$ cat src/rtl/uart_tx_fifo.sv
// -----------------------------------------------------------------------------
// uart_tx_fifo
//
// Wishbone-classic slave that buffers bytes in a small FIFO and sends them
// out as 8N1 UART frames (start bit 0, eight data bits LSB first, stop bit 1).
//
// Register map (adr_i):
//   0 TXDATA  write: push byte into the TX FIFO (wait-states while full)
//             read : returns 0, no side effects
//   1 STATUS  read : {count[4:0] saturated at 31, busy, full, empty}
//             write: acknowledged and ignored
//
// Ports:
//   clk_i    single clock, everything on its rising edge
//   rst_i    asynchronous active-high reset (aborts any frame in flight)
//   cyc_i    Wishbone cycle
//   stb_i    Wishbone strobe
//   we_i     Wishbone write enable
//   adr_i    register select
//   dat_i    write data
//   dat_o    read data (registered, valid with ack_o)
//   ack_o    single-cycle acknowledge
//   uart_tx  serial output, idle high, driven straight from a flop
//
// Parameters:
//   CLKS_PER_BIT  clock cycles per UART bit (4 or more)
//   FIFO_DEPTH    FIFO entries, power of two from 2 to 256
// -----------------------------------------------------------------------------
module uart_tx_fifo #(
  parameter int CLKS_PER_BIT = 868,
  parameter int FIFO_DEPTH   = 16
) (
  input  logic       clk_i,
  input  logic       rst_i,
  input  logic       cyc_i,
  input  logic       stb_i,
  input  logic       we_i,
  input  logic       adr_i,
  input  logic [7:0] dat_i,
  output logic [7:0] dat_o,
  output logic       ack_o,
  output logic       uart_tx
);

  localparam int AW = $clog2(FIFO_DEPTH);
  localparam int CW = AW + 1;
  // $clog2(N) bits always hold N-1, the last baud count value.
  localparam int BW = $clog2(CLKS_PER_BIT);

  localparam logic [BW-1:0] BAUD_LAST = BW'(CLKS_PER_BIT - 1);
  localparam logic [CW-1:0] DEPTH_C   = CW'(FIFO_DEPTH);

  // Transmitter states
  localparam logic [1:0] IDLE  = 2'd0;
  localparam logic [1:0] START = 2'd1;
  localparam logic [1:0] DATA  = 2'd2;
  localparam logic [1:0] STOP  = 2'd3;

  // ---------------------------------------------------------------------------
  // Storage and state
  // ---------------------------------------------------------------------------
  logic [7:0]    mem [FIFO_DEPTH];
  logic [AW-1:0] wr_ptr_reg;
  logic [AW-1:0] rd_ptr_reg;
  logic [CW-1:0] count_reg;

  logic [1:0]    state_reg;
  logic [1:0]    state_next;
  logic [BW-1:0] baud_reg;
  logic [BW-1:0] baud_next;
  logic [2:0]    bit_idx_reg;
  logic [2:0]    bit_idx_next;
  logic [7:0]    shift_reg;
  logic          tx_reg;
  logic          tx_next;

  logic          ack_reg;
  logic [7:0]    dat_reg;

  // ---------------------------------------------------------------------------
  // Decoded flags
  // ---------------------------------------------------------------------------
  logic       empty;
  logic       full;
  logic       busy;
  logic       baud_last;
  logic       pop;
  logic       push;
  logic       req;
  logic       wr_data_req;
  logic       accept;
  logic [8:0] count_ext;
  logic [4:0] count_sat;
  logic [7:0] status_word;

  assign empty     = (count_reg == '0);
  assign full      = (count_reg == DEPTH_C);
  assign busy      = (state_reg != IDLE);
  assign baud_last = (baud_reg == BAUD_LAST);

  // The transmitter takes the head either when it sits idle or at the very
  // end of a stop bit, which is what makes consecutive frames seamless.
  assign pop = !empty && ((state_reg == IDLE) || ((state_reg == STOP) && baud_last));

  // A request is only seen while ack is low, so each handshake acks once.
  assign req         = cyc_i && stb_i && !ack_reg;
  assign wr_data_req = req && we_i && !adr_i;

  // A full FIFO still accepts a byte in the cycle the transmitter pops,
  // otherwise the write is held in wait states.
  assign push   = wr_data_req && (!full || pop);
  assign accept = push || (req && !(we_i && !adr_i));

  assign count_ext   = 9'(count_reg);
  assign count_sat   = (count_ext > 9'd31) ? 5'd31 : count_ext[4:0];
  assign status_word = {count_sat, busy, full, empty};

  // ---------------------------------------------------------------------------
  // Bus side: ack and read data
  // ---------------------------------------------------------------------------
  always_ff @(posedge clk_i or posedge rst_i) begin
    if (rst_i) begin
      ack_reg <= 1'b0;
      dat_reg <= 8'h00;
    end else begin
      ack_reg <= accept;
      if (accept) begin
        dat_reg <= (!we_i && adr_i) ? status_word : 8'h00;
      end
    end
  end

  assign ack_o = ack_reg;
  assign dat_o = dat_reg;

  // ---------------------------------------------------------------------------
  // FIFO pointers and occupancy
  // ---------------------------------------------------------------------------
  always_ff @(posedge clk_i or posedge rst_i) begin
    if (rst_i) begin
      wr_ptr_reg <= '0;
      rd_ptr_reg <= '0;
      count_reg  <= '0;
    end else begin
      if (push) begin
        wr_ptr_reg <= wr_ptr_reg + AW'(1);
      end
      if (pop) begin
        rd_ptr_reg <= rd_ptr_reg + AW'(1);
      end
      case ({push, pop})
        2'b10:   count_reg <= count_reg + CW'(1);
        2'b01:   count_reg <= count_reg - CW'(1);
        default: count_reg <= count_reg;
      endcase
    end
  end

  // Memory array and head read. When full with push and pop together the
  // pointers coincide; the non-blocking read returns the old head, which is
  // the byte that is leaving.
  always_ff @(posedge clk_i) begin
    if (push) begin
      mem[wr_ptr_reg] <= dat_i;
    end
    if (pop) begin
      shift_reg <= mem[rd_ptr_reg];
    end
  end

  // ---------------------------------------------------------------------------
  // Transmitter FSM
  // ---------------------------------------------------------------------------
  always_comb begin
    state_next   = state_reg;
    baud_next    = baud_reg;
    bit_idx_next = bit_idx_reg;
    case (state_reg)
      IDLE: begin
        baud_next    = '0;
        bit_idx_next = '0;
        if (!empty) begin
          state_next = START;
        end
      end
      START: begin
        if (baud_last) begin
          baud_next  = '0;
          state_next = DATA;
        end else begin
          baud_next = baud_reg + BW'(1);
        end
      end
      DATA: begin
        if (baud_last) begin
          baud_next = '0;
          if (bit_idx_reg == 3'd7) begin
            bit_idx_next = '0;
            state_next   = STOP;
          end else begin
            bit_idx_next = bit_idx_reg + 3'd1;
          end
        end else begin
          baud_next = baud_reg + BW'(1);
        end
      end
      STOP: begin
        if (baud_last) begin
          baud_next  = '0;
          state_next = empty ? IDLE : START;
        end else begin
          baud_next = baud_reg + BW'(1);
        end
      end
      default: begin
        state_next   = IDLE;
        baud_next    = '0;
        bit_idx_next = '0;
      end
    endcase
  end

  // Line level follows the current state one cycle later; every bit gets the
  // same one-cycle shift, so bit widths stay exactly CLKS_PER_BIT.
  always_comb begin
    tx_next = 1'b1;
    case (state_reg)
      IDLE:    tx_next = 1'b1;
      START:   tx_next = 1'b0;
      DATA:    tx_next = shift_reg[bit_idx_reg];
      STOP:    tx_next = 1'b1;
      default: tx_next = 1'b1;
    endcase
  end

  always_ff @(posedge clk_i or posedge rst_i) begin
    if (rst_i) begin
      state_reg   <= IDLE;
      baud_reg    <= '0;
      bit_idx_reg <= '0;
      tx_reg      <= 1'b1;
    end else begin
      state_reg   <= state_next;
      baud_reg    <= baud_next;
      bit_idx_reg <= bit_idx_next;
      tx_reg      <= tx_next;
    end
  end

  assign uart_tx = tx_reg;

endmodule

$ cat config.mk
export PLATFORM = sky130hd
export DESIGN_NAME = uart_tx_fifo
export DESIGN_NICKNAME = d
export VERILOG_FILES = /design/src/rtl/uart_tx_fifo.sv
export SDC_FILE = /design/constraint.sdc
export NUM_CORES = 1
export LEC_CHECK = 0
export ABC_AREA = 1
export BUFFER_PORTS_ARGS = -buffer_cell sky130_fd_sc_hd__buf_2
export CORE_MARGIN = 10
export CORE_UTILIZATION = 35
export CTS_BUF_LIST = sky130_fd_sc_hd__clkbuf_4
export DETAILED_ROUTE_END_ITERATION = 8
export GPL_TIMING_DRIVEN = 0
export MAX_ROUTING_LAYER = met4
export SYNTH_ARGS = -nofsm -noshare
export SYNTH_HDL_FRONTEND = slang
export SYNTH_SLANG_ARGS = --single-unit
$ cat constraint.sdc
create_clock -name clk_i -period 2.9 [get_ports clk_i]
set_input_delay 0.58 -clock clk_i [delete_from_list [all_inputs] [get_ports clk_i]]
set_output_delay 0.58 -clock clk_i [all_outputs]
set_load 0.05 [all_outputs]
# [Word level (Yosys, flattened, before mapping)]
# Memory sizes are Yosys's and may differ from the RTL's. A register that Yosys moved wholly into a read port is not among the register bits.
# Cells that the tools add are included.
[op_classes] addsub=6 div=0 reduce_logical=28 n_mux=20 magnitude_cmp=2 eq_ne=13 multipliers=0 n_shift=0 bitwise=0
[ops] operator="$pmux 10 s2" count=1
[ops] operator="$add 10x1->10 const B" count=1
[ops] operator="$eq 10x10->1 const B" count=1
[ops] operator="$logic_and 1x1->1" count=10
[ops] operator="$mux 10" count=1
[ops] operator="$mux 2" count=5
[ops] operator="$ne 2x2->1 const B" count=5
[ops] operator="$pmux 5 s2" count=1
[ops] operator="$add 4x1->4 const B" count=2
[ops] operator="$mux 8" count=1
[ops] operator="$pmux 2 s4" count=1
[ops] operator="$eq 2x2->1 const B" count=3
[ops] operator="$logic_not 1->1" count=6
[ops] operator="$mux 3" count=2
[ops] operator="$pmux 3 s2" count=1
[ops] operator="$reduce_bool 2->1" count=3
[ops] operator="$add 5x1->5 const B" count=1
[ops] operator="$eq 5x5->1 const B" count=1
[ops] operator="$gt 5x5->1 const B" count=1
[ops] operator="$logic_not 5->1" count=1
[ops] operator="$mux 5" count=1
[ops] operator="$reduce_and 5->1" count=1
[ops] operator="$sub 5x1->5 const B" count=1
[ops] operator="$eq 2x1->1 const B" count=2
[ops] operator="11 further kinds" count=16
[totals] latch_bits=0 n_memories=1 reg_bits=38 mem_bits_ro=0 wordCells=79 input_bits=14 mem_bits_rw=128 out_inout_bits=10
[memory_table] name="mem" words=16 word_bits=8 read_ports=1 rd_clocked_by_memory_dff=1 wr=1 line="62" source="logic [7:0] mem [FIFO_DEPTH];"

# [Longest topological paths before layout]
[logic_depth] depth_word=8 mapped_depth=18 mapped_depth_nobuf=18

# [Worst setup path after synthesis]
# Ideal clock, no wire load.
[synth_timing] kind="reg2reg" from="register state_reg[0]" to="register count_reg[4]" setup_slack_ns=0.516 path_buffers=0 stages_incl_launch_ff=16 arrival_time_ns=2.271 t_required_ns=2.787 setup_time_ns=0.113 synth_period_minus_slack_ns=2.384 path_cell_list="dfrtp_1 > inv_1 > ha_1 > or2_2 > nand2_4 > nor2_8 > nand2_4 > inv_1 > ha_1 > nand2_1 > o21ai_0 > nand3_1 > nand2_2 > nand3_1 > nand2_1 > inv_1"
[synth_between] elab_chain_cells=8 elab_cells_between_ends=11 classes_between="eq/ne: 3; mux: 1; reduce/logical: 7"
[synth_lines] item="start: declaration" line="67" source="logic [1:0] state_reg;"
[synth_lines] item="start signal: assignment" line="243" source="state_reg <= state_next;"
[synth_lines] item="$eq 2x2->1" line="103" source="assign pop = !empty && ((state_reg == IDLE) || ((state_reg == STOP) && baud_last));"
[synth_lines] item="$logic_and 1x1->1" line="103"
[synth_lines] item="$logic_or 1x1->1 *" line="103"
[synth_lines] item="$logic_and 1x1->1 *" line="103"
[synth_lines] item="named net pop" line="87" source="logic pop;"
[synth_lines] item="$logic_or 1x1->1" line="111" source="assign push = wr_data_req && (!full || pop);"
[synth_lines] item="$logic_and 1x1->1" line="111"
[synth_lines] item="$eq 2x1->1 or $eq 2x2->1 (tied branches)" line="151" source="case ({push, pop})"
[synth_lines] item="$pmux 5 s2 or $reduce_bool 2->1 (tied branches)"
[synth_lines] item="end signal: assignment" line="152" source="2'b10: count_reg <= count_reg + CW'(1);"
[synth_lines] item="end signal: assignment" line="153" source="2'b01: count_reg <= count_reg - CW'(1);"
[synth_lines] item="end signal: assignment" line="154" source="default: count_reg <= count_reg;"
[synth_lines] item="end: declaration" line="65" source="logic [CW-1:0] count_reg;"
# Mark *: on every way through the listed nets, which the timed path passes. The rest lies on a longest branch.
# A chain may end at the register's enable or synchronous reset.

# [Final worst setup path]
[layout_timing] from="register state_reg[1]" to="memory mem[8][6], enable pin"
[layout_between] elab_chain_cells=8 elab_cells_between_ends=9 classes_between="eq/ne: 1; mux: 2; reduce/logical: 6"
[layout_lines] item="$eq 2x2->1" line="103"
[layout_lines] item="$logic_and 1x1->1" line="103"
[layout_lines] item="$logic_or 1x1->1 *" line="103"
[layout_lines] item="$logic_and 1x1->1 *" line="103"
[layout_lines] item="$logic_or 1x1->1 *" line="111"
[layout_lines] item="$logic_and 1x1->1 *" line="111"
[layout_lines] item="$mux 1 *" line="163" source="if (push) begin"
[layout_lines] item="$mux 1 (not written as such) *" line="164" source="mem[wr_ptr_reg] <= dat_i;"
[layout_lines] item="end: declaration" line="62"
# Every way passes the cells marked *; elsewhere a longest branch is shown, timed or not.

==> summary.md <==
| Metric | Value |
|---|---|
| Post-Syn Area | approximately 0.0075 mm^2 |
| Final setup violation count | 0 |
| Largest register FFs | between 100 and 150 |
| Max Cap Violations | 0 |
| Synth warn | 0 |
| Clock tree buffer depth | 2 |
| Placed cell count | about 900 |
| CTS H-Tree Depth | 4 |
| Root buffer cell | clkbuf_4 |
| Min Tclk post-route | between 2000 and 3000 ps |
| Vias in the first global route | 4695 |
| Final Cycle Share | 93.15% |
| Critical setup path kind | reg -> reg |
| VDD IR max | between 0.2 and 0.3 mV |
| Synthesized flop and latch total | roughly 170 |
| Share of post-route cells with drive strength above 1 | ~13% |
| Post-route ant nets | 0 |
| Final Hold Viols | 0 |
| Vert. Die Dim | around 170 um |
| CP Data Required Time | slightly above 3000 ps |
| Post-Route WL | between 15 and 20 mm |
| Critical-path maximum fanout | 9 |
| IO Pins | 24 |
| Remaining Overflow, GRT | 0 |
| HPWL after detailed placement | around 11 mm |
| Max incr delay on CP | about 690 ps |
| Storage element area | around 0.005 mm^2 |
| Clock sinks | 174 |
| Pwr per Cell Area | between 500 and 600 mW/mm^2 |
| Initial Util | 35.65% |
| Via count | between 4000 and 5000 |
| Vias per std cell | 4.944 |
| Num rows | 53 |
| Initial drt markers | 409 |
| DIE WIDTH | roughly 170 um |
| Remaining DRCs | 0 |
| Synthesized area per cell | 12.28 um^2 |
| Finished Layout Cells | about 950 |
| Seq/Total Area, Yosys | about two thirds |
| Total Routing Usage GR | between 10% and 20% |
| Ys async rst share | 21.84% |
| Outcome | complete, no violations |
| Pins Over Slew Limit | 0 |
| Yosys top cell by area | edfxtp_1 |
| IO buf count | 23 |
| First-pass GRT wire length | 26.03 mm |
| CTS tree | yes |
| Pre-antenna DRT Iters | 4 |
| Worst Hold Class | in -> async |
| Synth unique cells | 37 |
| Initial antenna violation count | 1 |
| RSZ-0062 raised after global routing | no |
| Top-area cell type share of the netlist area | 54.33% |
| Fin util | about two fifths |
| Crit path DAT | around 2900 ps |
| Worst Skew | around 24 ps |
| Synth area leaders | edfxtp_1, dfrtp_1, mux2i_1 |
| R2r startpoint | state_reg[1] |
| Launch point of the critical path | state_reg[1] |
| Setup tns final | 0 ps |
| Routed len/inst | about 17 um |
| Total CTS buffers | 17 |
| Die area | ~0.028 mm^2 |
| Largest net degree at the start of global routing | 39 |
| Most frequent cell after synthesis | edfxtp_1 |
| Synth Flop Type | edfxtp_1 |
| Synth-to-Final Area Change | 10.15% |
| GPL Wtd Cong | about 0.94 |
| CP max-delay cell | nor2_1 |
| Most frequent cells after synthesis | edfxtp_1, inv_1, nand2_1 |
| Syn nets | between 600 and 700 |
| Leak Pwr | 3.296 nW |
| Worst-path clk slew | approximately 150 ps |
| Crit path top cell by count | nand2_4 |
| Core box area | 0.02109 mm^2 |
| Hold buffers post-CTS | 0 |
| EDFF count, synth | roughly 140 |
| Fill count | slightly above 2000 |
| Layout Nets | a little under 700 |
| Clock Latency Late Sink | 570 ps |
| F_max | around 370 MHz |
| Critical path capture point type | register |
| Footprint of the multi-input gates | ~0.0021 mm^2 |
| CP Launch Type | register |
| Worst-margin pin slew | 846.6 ps |
| Crit-path cells | inv_1, ha_1, inv_1, nand2_4, nand2_4, nand2_4, nand2_4, clkinv_2, nand2_1, nor2_1 |
| Cells after Synth | around 610 |
| WHS | 154.9 ps |
| Slew headroom | about 43% |
-- cell usage in the layout, fill, tap and decap left out, types with 17 or more instances in the layout --
| cell type | n |
|---|---|
| buf_2 | 29 |
| nand2_1 | 58 |
| clkbuf_4 | 17 |
| inv_1 | 64 |
| a21oi_1 | 42 |
| mux2i_1 | 32 |
| nand3_1 | 29 |
| o21ai_0 | 55 |
| nor2_1 | 41 |
| edfxtp_1 | 136 |
| dfrtp_1 | 37 |
| o211ai_1 | 34 |
-- critical path: cells and delay by family (launching register included) --
family	cells	cell delay (ps)
adder cells (fa/ha/maj)	1	270
buffers and inverters	3	370
flip-flops	1	430
AND/OR/NAND/NOR	6	1270
-- kinds of logic after synthesis --
group | Yosys count | share of synthesized area, %
AOI/OAI and AO/OA | 139 | 10.60
xor gates and xnor gates | 9 | 1.049
adders and majority gates | 16 | 2.763
buffers and inverters | 90 | 4.710
DFF | 174 | 66.99
muxes | 32 | 4.261
and+or+nand+nor | 152 | 9.621
-- power by group --
group	internal [mW]	leakage [nW]	total, mW	switching [mW]
logic	0.139	1.45	0.491	0.352
clock network	0.452	0.137	1.35	0.897
registers	2.78	1.71	2.85	0.0727
-- what timing repair did --
action,4_1_cts,5_1_grt
gates resized for setup,0,1
setup endpoints to repair,0,1
setup buffers,0,2
-- metrics by stage --
step / total power [mW] / setup slack [ps] / instance area, um^2
3_5_place_dp: 3.402 / 35.94 / 7976
6_report: 4.691 / 198.8 / 8280
4_1_cts: 4.748 / 12.08 / 8260
3_3_place_gp: 3.378 / 163.3 / 7976
2_1_floorplan: 3.246 / 516.0 / 7517
5_1_grt: 4.941 / 8.669 / 8280
-- final timing paths --
check / slack, ps / end / cells after the start
setup / recovery: 200 / mem[8][6] / 10
hold / removal: 150 / baud_reg[0] / 2
setup reg to reg: 200 / mem[8][6] / 10
hold reg to reg: 460 / baud_reg[0] / 1
max in group asynchronous: 2200 / wr_ptr_reg[3] / 2
min in group clk_i: 390 / dat_o[7] / 4
-- layer usage --
layer  up-vias  GRT usage (%)  wire length (um)  part of all wire, %
li1       2259              -                 -                    -
met1      2306          13.77              6826                   42
met2        92          20.13              8265                   51
met3        20          3.671               810                  5.0
met4         0          4.735               312                  1.9
met5         -              -                 0                    0
-- cell type report --
cell class / instances / area share (%)
Sequential cell: 174 / 60.82
Multi-Input combinational cell: 348 / 25.69
Tap cell: 275 / 4.155
Inverter: 67 / 3.052
Clock inverter: 15 / 1.889
Timing Repair Buffer: 25 / 1.571
Clock buffer: 17 / 1.541
Buffer: 23 / 1.224
Antenna cell: 2 / 0.06044
No activity file was read; power rests on OpenSTA's default activity.
